File: src/rtl/pool_frame_sequencer.sv
// Frame sequencer for the 2x2 row-pair max-pool/ReLU stage: streams C channels of WxH pixels
// from the feature RAM and collects the pooled results. `POOL_SEQ_PERF_EN adds the cyc_cnt port.
module pool_frame_sequencer #(
    parameter int In_d_W = 32,
    parameter int W      = 26,
    parameter int H      = 26,
    parameter int C      = 8,
    parameter int ADDR_W = 16,
    parameter int TMO    = 8
) (
    input  logic              clk,
    input  logic              clr_n,
    input  logic              start,
    output logic              busy,
    output logic              done,
    output logic              err,
    output logic              mem_rd_en,
    output logic [ADDR_W-1:0] mem_rd_addr,
    input  logic [In_d_W-1:0] mem_rd_data,
    output logic              pool_clr,
    output logic              pool_in_valid,
    output logic [In_d_W-1:0] pool_in_data,
    input  logic              pool_out_valid,
    input  logic [In_d_W-1:0] pool_out_data,
    output logic              res_wr_en,
    output logic [ADDR_W-1:0] res_wr_addr,
    output logic [In_d_W-1:0] res_wr_data
`ifdef POOL_SEQ_PERF_EN
    ,
    output logic [31:0]       cyc_cnt
`endif
);

    localparam int TW = $clog2(TMO + 1);
    localparam logic [ADDR_W-1:0] NPIX_LAST = ADDR_W'(W * H - 1);
    localparam logic [ADDR_W-1:0] NOUT      = ADDR_W'((W / 2) * (H / 2));
    localparam logic [ADDR_W-1:0] CH_LAST   = ADDR_W'(C - 1);
    localparam logic [ADDR_W-1:0] A_ONE     = ADDR_W'(1);
    localparam logic [TW-1:0]     TMO_LAST  = TW'(TMO - 1);
    localparam logic [TW-1:0]     T_ONE     = TW'(1);

    typedef enum logic [2:0] {
        S_IDLE,
        S_CLR,
        S_STREAM,
        S_DRAIN,
        S_DONE
    } state_t;

    state_t            state, state_nx;
    logic [ADDR_W-1:0] pix_cnt;
    logic [ADDR_W-1:0] out_cnt;
    logic [ADDR_W-1:0] ch;
    logic [ADDR_W-1:0] res_base;
    logic [TW-1:0]     tmo_cnt;
    logic              start_acc;
    logic              counting;
    logic              out_full;
    logic              tmo_hit;
    logic              drain_exit;

    assign start_acc = (state == S_IDLE) && start;
    assign counting  = (state == S_STREAM) || (state == S_DRAIN);
    assign out_full  = (out_cnt == NOUT);
    assign tmo_hit   = (state == S_DRAIN) && !pool_out_valid && !out_full && (tmo_cnt == TMO_LAST);

    // Pixel bus is forced to zero outside valid pixels so it reads 0 in reset and idle.
    assign pool_in_data = pool_in_valid ? mem_rd_data : '0;

    always_ff @(posedge clk or negedge clr_n) begin
        if (!clr_n) begin
            state <= S_IDLE;
        end else begin
            state <= state_nx;
        end
    end

    always_comb begin
        state_nx   = state;
        busy       = 1'b1;
        done       = 1'b0;
        pool_clr   = 1'b0;
        mem_rd_en  = 1'b0;
        drain_exit = 1'b0;
        case (state)
            S_IDLE: begin
                busy = 1'b0;
                if (start) state_nx = S_CLR;
            end
            S_CLR: begin
                pool_clr = 1'b1;
                state_nx = S_STREAM;
            end
            S_STREAM: begin
                mem_rd_en = 1'b1;
                if (pix_cnt == NPIX_LAST) state_nx = S_DRAIN;
            end
            S_DRAIN: begin
                if (out_full || tmo_hit) begin
                    drain_exit = 1'b1;
                    state_nx   = (ch == CH_LAST) ? S_DONE : S_CLR;
                end
            end
            S_DONE: begin
                done     = 1'b1;
                state_nx = S_IDLE;
            end
            default: state_nx = S_IDLE;
        endcase
    end

    always_ff @(posedge clk or negedge clr_n) begin
        if (!clr_n) begin
            mem_rd_addr   <= '0;
            pix_cnt       <= '0;
            out_cnt       <= '0;
            ch            <= '0;
            res_base      <= '0;
            tmo_cnt       <= '0;
            err           <= 1'b0;
            pool_in_valid <= 1'b0;
            res_wr_en     <= 1'b0;
            res_wr_addr   <= '0;
            res_wr_data   <= '0;
        end else begin
            pool_in_valid <= mem_rd_en;
            res_wr_en     <= 1'b0;
            if (start_acc) begin
                mem_rd_addr <= '0;
                ch          <= '0;
                res_base    <= '0;
                err         <= 1'b0;
            end
            if (state == S_CLR) begin
                pix_cnt <= '0;
                out_cnt <= '0;
            end
            // The read address runs linearly across channels, so it equals ch*W*H + pixel.
            if (mem_rd_en) begin
                mem_rd_addr <= mem_rd_addr + A_ONE;
                pix_cnt     <= pix_cnt + A_ONE;
            end
            if (counting && pool_out_valid) begin
                if (out_full) begin
                    err <= 1'b1;
                end else begin
                    res_wr_en   <= 1'b1;
                    res_wr_addr <= res_base + out_cnt;
                    res_wr_data <= pool_out_data;
                    out_cnt     <= out_cnt + A_ONE;
                end
            end
            tmo_cnt <= ((state == S_DRAIN) && !pool_out_valid && !out_full) ? tmo_cnt + T_ONE : '0;
            if (tmo_hit) err <= 1'b1;
            if (drain_exit && (ch != CH_LAST)) begin
                ch       <= ch + A_ONE;
                res_base <= res_base + NOUT;
            end
        end
    end

`ifdef POOL_SEQ_PERF_EN
    always_ff @(posedge clk or negedge clr_n) begin
        if (!clr_n) begin
            cyc_cnt <= '0;
        end else if (start_acc) begin
            cyc_cnt <= '0;
        end else if (busy) begin
            cyc_cnt <= cyc_cnt + 32'd1;
        end
    end
`endif

endmodule

File: config.mk
export PLATFORM = sky130hd
export DESIGN_NAME = pool_frame_sequencer
export DESIGN_NICKNAME = d
export VERILOG_FILES = /design/src/rtl/pool_frame_sequencer.sv
export SDC_FILE = /design/constraint.sdc
export NUM_CORES = 1
export LEC_CHECK = 0
export ABC_CLOCK_PERIOD_IN_PS = 6200
export BUFFER_PORTS_ARGS = -buffer_cell sky130_fd_sc_hd__buf_2
export CORE_UTILIZATION = 55
export CTS_CLUSTER_DIAMETER = 60
export DETAILED_ROUTE_END_ITERATION = 8
export PLACE_DENSITY = 0.82
export SETUP_SLACK_MARGIN = 0.05
export SYNTH_ARGS = -nofsm -noshare
export SYNTH_HDL_FRONTEND = slang
export SYNTH_SLANG_ARGS = --single-unit
File: constraint.sdc
create_clock -name clk -period 6.2 [get_ports clk]
set_input_delay 0.62 -clock clk [delete_from_list [all_inputs] [get_ports clk]]
set_output_delay 0.62 -clock clk [all_outputs]
set_load 0.02 [all_outputs]
# Yosys cells after proc, flatten, opt, wreduce, memory -nomap -nowiden
# Cells that the tools add are included.
# totals
input_bits,68
ff_bits,138
output_inout_bits,103
wordCells,76
# op_classes
mux,28
n_reduce_logical,16
eq_ne,12
n_bitwise,1
add_sub_neg,7
# ops
cell,count
16-bit two-way mux,9
"16-bit by 1-bit adder with 16-bit output, second input constant",4
32-bit two-way mux,1
16-bit adder,1
"16-bit by 8-bit adder with 16-bit output, second input constant",1
"16-bit by 10-bit == test with 1-bit output, second input constant",1
"16-bit by 3-bit == test with 1-bit output, second input constant",1
"16-bit by 8-bit == test with 1-bit output, second input constant",1
"16-bit by 3-bit != test with 1-bit output, second input constant",1
1-bit two-way mux,12
3-bit two-way mux,4
3-bit case mux with 4 select lines,1
"3-bit by 2-bit == test with 1-bit output, second input constant",2
1-bit logical AND,6
2-bit nonzero test,3
"4-bit by 1-bit adder with 4-bit output, second input constant",1
"4-bit by 3-bit == test with 1-bit output, second input constant",1
4-bit two-way mux,1
"2-bit by 1-bit != test with 1-bit output, second input constant",2
"3-bit by 1-bit == test with 1-bit output, second input constant",1
"3-bit == test, second input constant",1
3-bit logical NOT,1
3-bit AND reduction,1
1-bit logical NOT,2
other kinds (4),5

# Logic depth before layout (Yosys ltp)
# logic_depth
depth_word,9
ltp_mapped,10
mapped_depth_nobuf,8

# Worst setup path after synthesis
# OpenSTA, ideal clock, no wires.
# synth_timing
path_kind,register to register
start,register out_cnt[0]
end,register res_wr_addr[12]
path_stages_with_launch,9
n_path_buf,0
required_time_ps,6113
slack_ps,4073
period_less_slack_ps,2127
arrival_ps,2041
path_cell_list,dfrtp_1 > ha_1 > inv_1 > fa_1 > nor2b_1 > o31a_1 > o311ai_1 > a2111o_1 > o211ai_1
# synth_via
elab_chain_len,3
word_cells_on_any_way,4
# synth_rtl
item,line_no,text
"start, declared",52,logic [ADDR_W-1:0] out_cnt;
"start signal, assigned",150,out_cnt <= out_cnt + A_ONE;
"parallel branches: the longest is 3 deep, another holds 16-bit adder",-,
"end signal, assigned",148,res_wr_addr <= res_base + out_cnt;
"end, declared",26,"output logic [ADDR_W-1:0] res_wr_addr,"
# Parallel ways; which one is timed is not known.
# A chain may end at the register's enable or synchronous reset.

# Worst setup path in the final report
# layout_timing
start,register out_cnt[1]
end,register res_base[5]
# layout_via
elab_chain_len,9
word_cells_on_any_way,10
# layout_rtl
item,line_no,text
16-bit by 8-bit == test with 1-bit output (*),64,assign out_full = (out_cnt == NOUT);
1-bit logical NOT,65,assign tmo_hit = (state == S_DRAIN) && !pool_out_valid && !out_full && (tmo_cnt == TMO_LAST);
1-bit logical AND (2 in a row),65,
1-bit logical OR (*),99,if (out_full || tmo_hit) begin
1-bit two-way mux (*),99,
1-bit two-way mux (*),85,case (state)
1-bit logical AND (*),155,if (drain_exit && (ch != CH_LAST)) begin
16-bit two-way mux / 2-bit nonzero test (equally long branches),-,
"end signal, assigned",157,res_base <= res_base + NOUT;
"end, declared",54,logic [ADDR_W-1:0] res_base;
# Every way passes the cells marked *; elsewhere a longest branch is shown, timed or not.

==> reports/qor.yml <==
sta:
  layout_min_cycle_time_ns: 2.94
  tightest_slew_ns: 0.925
  finalHoldViolCount: 0
  fin_ws_ns: 3.26
  fmax_mhz: 340
  hold_slack_ns: 0.252
  fin_setup_tns_ns: 0
  relSlewSlack_pct: 38.2
  rsz0062_at_grt: "false"
  setup_viol: 0
  drv_slew: 0
  fin_worst_skew_ns: 0.00676
  period_share_pct: 47.5
route:
  drcViolationCount: 0
  routed_wirelength_um: 17900
  routed_via_density: 5.73
  final_antenna_net_count: 0
  routed-via-count: 6695
  drt-initial-drc-count: 464
  firstDrtPassIters: 5
  wl_per_cell_um: 15.4
worst_setup_path:
  crit_path_start_kind: "register"
  crit_buf_inv: 2
  crit_family: "compound AO/OA/AOI/OAI gates"
  worstReg2RegStart: "out_cnt[1]"
  cp.required_ns: 6.51
  path_depth: 8
  cp-end-kind: "register"
  reg2reg_depth: 8
  regToRegSetupSlack_ns: 3.26
  endpoint: "res_base[5]"
  startpoint: "out_cnt[1]"
  cp_max_fo: 26
  cp_cell_sequence: "inv_1 -> ha_1 -> and4bb_1 -> and4_4 -> o2111a_1 -> buf_4 -> mux2_1 -> a21o_1"
  cp_slowest_stage_delay_ns: 0.59
  crit_arrival_ns: 3.26
  slowest_stage: "o2111a_1"
  reg2reg_to: "res_base[5]"
  path_class: "reg -> reg"
cts:
  root_buffer: "clkbuf_16"
  cts_resized: 0
  hold_buffers: 0
  cts_sinks: 138
  ctsLongestPathBuffers: 2
  clock_latency_ns: 0.42
  clk_pin_slew_ns: 0.06
  post-cts-setup-buffers: 0
  cts_buffers: 17
  h-tree-depth: 4
  cts_tree: "yes"
placement:
  portBuffers: 170
  routabilityCongestion: 0.909
  hpwl_um: 12200
  place_ws_ns: 3.30
  place_area_um2: 8560
synth:
  synthFlopType: "dfrtp_1"
  syn_nets: 915
  ys_seq_area_share_pct: 45.2
  async_flop_share_pct: 100
  synth_edf_count: 0
  ys_seq_elements: 138
  syn-cell-area_um2: 7640
  yosysWarnings: 0
  yosys.area.top_type: "dfrtp_1"
  synthCells: 824
  syn_area_per_cell_um2: 9.27
  synth_top_cells_by_area: "dfrtp_1, nand2_1, mux2i_1"
  synthDistinctLibCells: 72
  synth_top_area_share_pct: 45.2
final_layout:
  num_antenna_cells: 0
  regArea_um2: 3450
  n_fill_cell: 1044
  nets: 1072
  layout-area-overhead-vs-synth_pct: 20.6
  design_area_um2: 9210
  multi_input_area_um2: 3910
  drive_gt1_share_pct: 23.8
die:
  die_area_um2: 14400
  dieWidth_um: 120
  core_um2: 13400
  pin_count: 171
  rows: 42
  fp.dieH_um: 120
  start_util_pct: 57.0
pwr:
  comb_power_share_pct: 31.9
  power.density_nw_per_um2: 380
  p_seq_share_pct: 36.0
  switching_share_pct: 36.7
  p_clk_share_pct: 32.0
  power.switching_uw: 1280
  vdd_ir_drop_max_uv: 180
  p_leak_uw: 0.00463
  internal-power_uw: 2210
grt:
  grt_overflow: 0
  grt_pass1_vias: 6332
  grt_pass1_wl_um: 30400
  grt_max_degree: 91
  antenna_found_initial: 0
  grt_usage_pct: 26.6
min_path:
  hold_class: "in -> async"
job:
  maxCapViolCount: 0
run_status:
  status: "finished clean"
-- how the worst min path moves through the flow --
stage	startpoint	endpoint	slack, ns	cells past startpoint
floorplan	clr_n	ch[0]	0.32	0
global placement	tmo_cnt[0]	tmo_cnt[0]	0.45	1
detailed placement	res_wr_data[31]	res_wr_data[31]	0.46	2
CTS	clr_n	res_wr_addr[13]	0.31	1
global route	clr_n	res_wr_addr[13]	0.33	1
finish	clr_n	res_wr_addr[13]	0.25	1
-- cells by family after synthesis --
family                     Yosys count  synth area share, %
muxes                               44                 6.42
xor gates and xnor gates            16                 1.83
adders and majority gates           23                 3.87
and+or+nand+nor                    386                 25.3
buffers and inverters               58                 3.57
DFF                                138                 45.2
AOI/OAI and AO/OA                  159                 13.8
-- layer usage --
metal	share of wire [%]	global-route usage, %	up-vias
li1	-	-	3248
met1	44	33.3	3197
met2	49	44.7	205
met3	4.4	4.94	45
met4	2.7	11.6	0
met5	0	0	-
-- layout by cell type, fill, tap and decap left out, types with 6 or more instances in the layout --
master and count:
xnor2_1 8, nor2_1 27, nand4_1 20, nor3_1 21, nand3_1 48, and2_1 41
o21ai_1 24, a21o_1 13, o211ai_1 11, and3_1 8, xor2_1 8, inv_1 18
o21ai_0 39, dfrtp_1 138, nand2_1 172, and4_1 8, ha_1 22, buf_2 169
or2_2 6, o31ai_1 11, a21oi_1 19, mux2i_1 28, clkbuf_16 17
-- final cells by class --
type                            instances  share of cell area, %
Clock buffer                           23                   5.30
Timing Repair Buffer                  175                   9.71
Multi-Input combinational cell        628                   42.5
Tap cell                              176                   2.39
Clock inverter                          7                   1.77
Inverter                               21                  0.869
Sequential cell                       138                   37.5
-- Yosys cell counts (8+ instances only) --
cell type	instances
and2_1	41
nor3_1	21
ha_1	22
clkbuf_1	15
o211ai_1	11
nand2_1	172
inv_1	18
mux2i_1	28
and3_1	8
dfrtp_1	138
and4_1	8
nor2_1	27
o21ai_1	24
o21ai_0	39
xor2_1	8
buf_2	15
o31ai_1	11
xnor2_1	8
nand3_1	48
a21o_1	13
a21oi_1	19
nand4_1	20
-- registers in the layout, indices dropped and copies added (netlist names) --
| name | cells |
|---|---|
| res_base | 16 |
| mem_rd_addr | 16 |
| out_cnt | 16 |
| pool_in_valid | 1 |
| res_wr_en | 1 |
| res_wr_addr | 16 |
| tmo_cnt | 4 |
| ch | 16 |
| err | 1 |
| pix_cnt | 16 |
| state | 3 |
| res_wr_data | 32 |
-- power groups by stage --
| stage | sequential, uW | combinational (uW) | clock [uW] |
|---|---|---|---|
| finish | 1260 | 1120 | 1120 |
| global route | 1290 | 1240 | 1170 |
| CTS | 1260 | 1130 | 1130 |
| detailed placement | 1270 | 1120 | 0 |
| global placement | 1260 | 1100 | 0 |
| floorplan | 1400 | 607 | 0 |
-- metrics by stage --
stage | utilization [%] | cells | power, uW
3_5_place_dp | 63.9 | 1138 | 2390
3_3_place_gp | 63.9 | 1138 | 2370
6_report | 68.7 | 1168 | 3500
5_1_grt | 68.7 | 1168 | 3700
2_1_floorplan | - | 824 | 2010
4_1_cts | 68.7 | 1168 | 3510
Power figures use the tool's default switching activity.
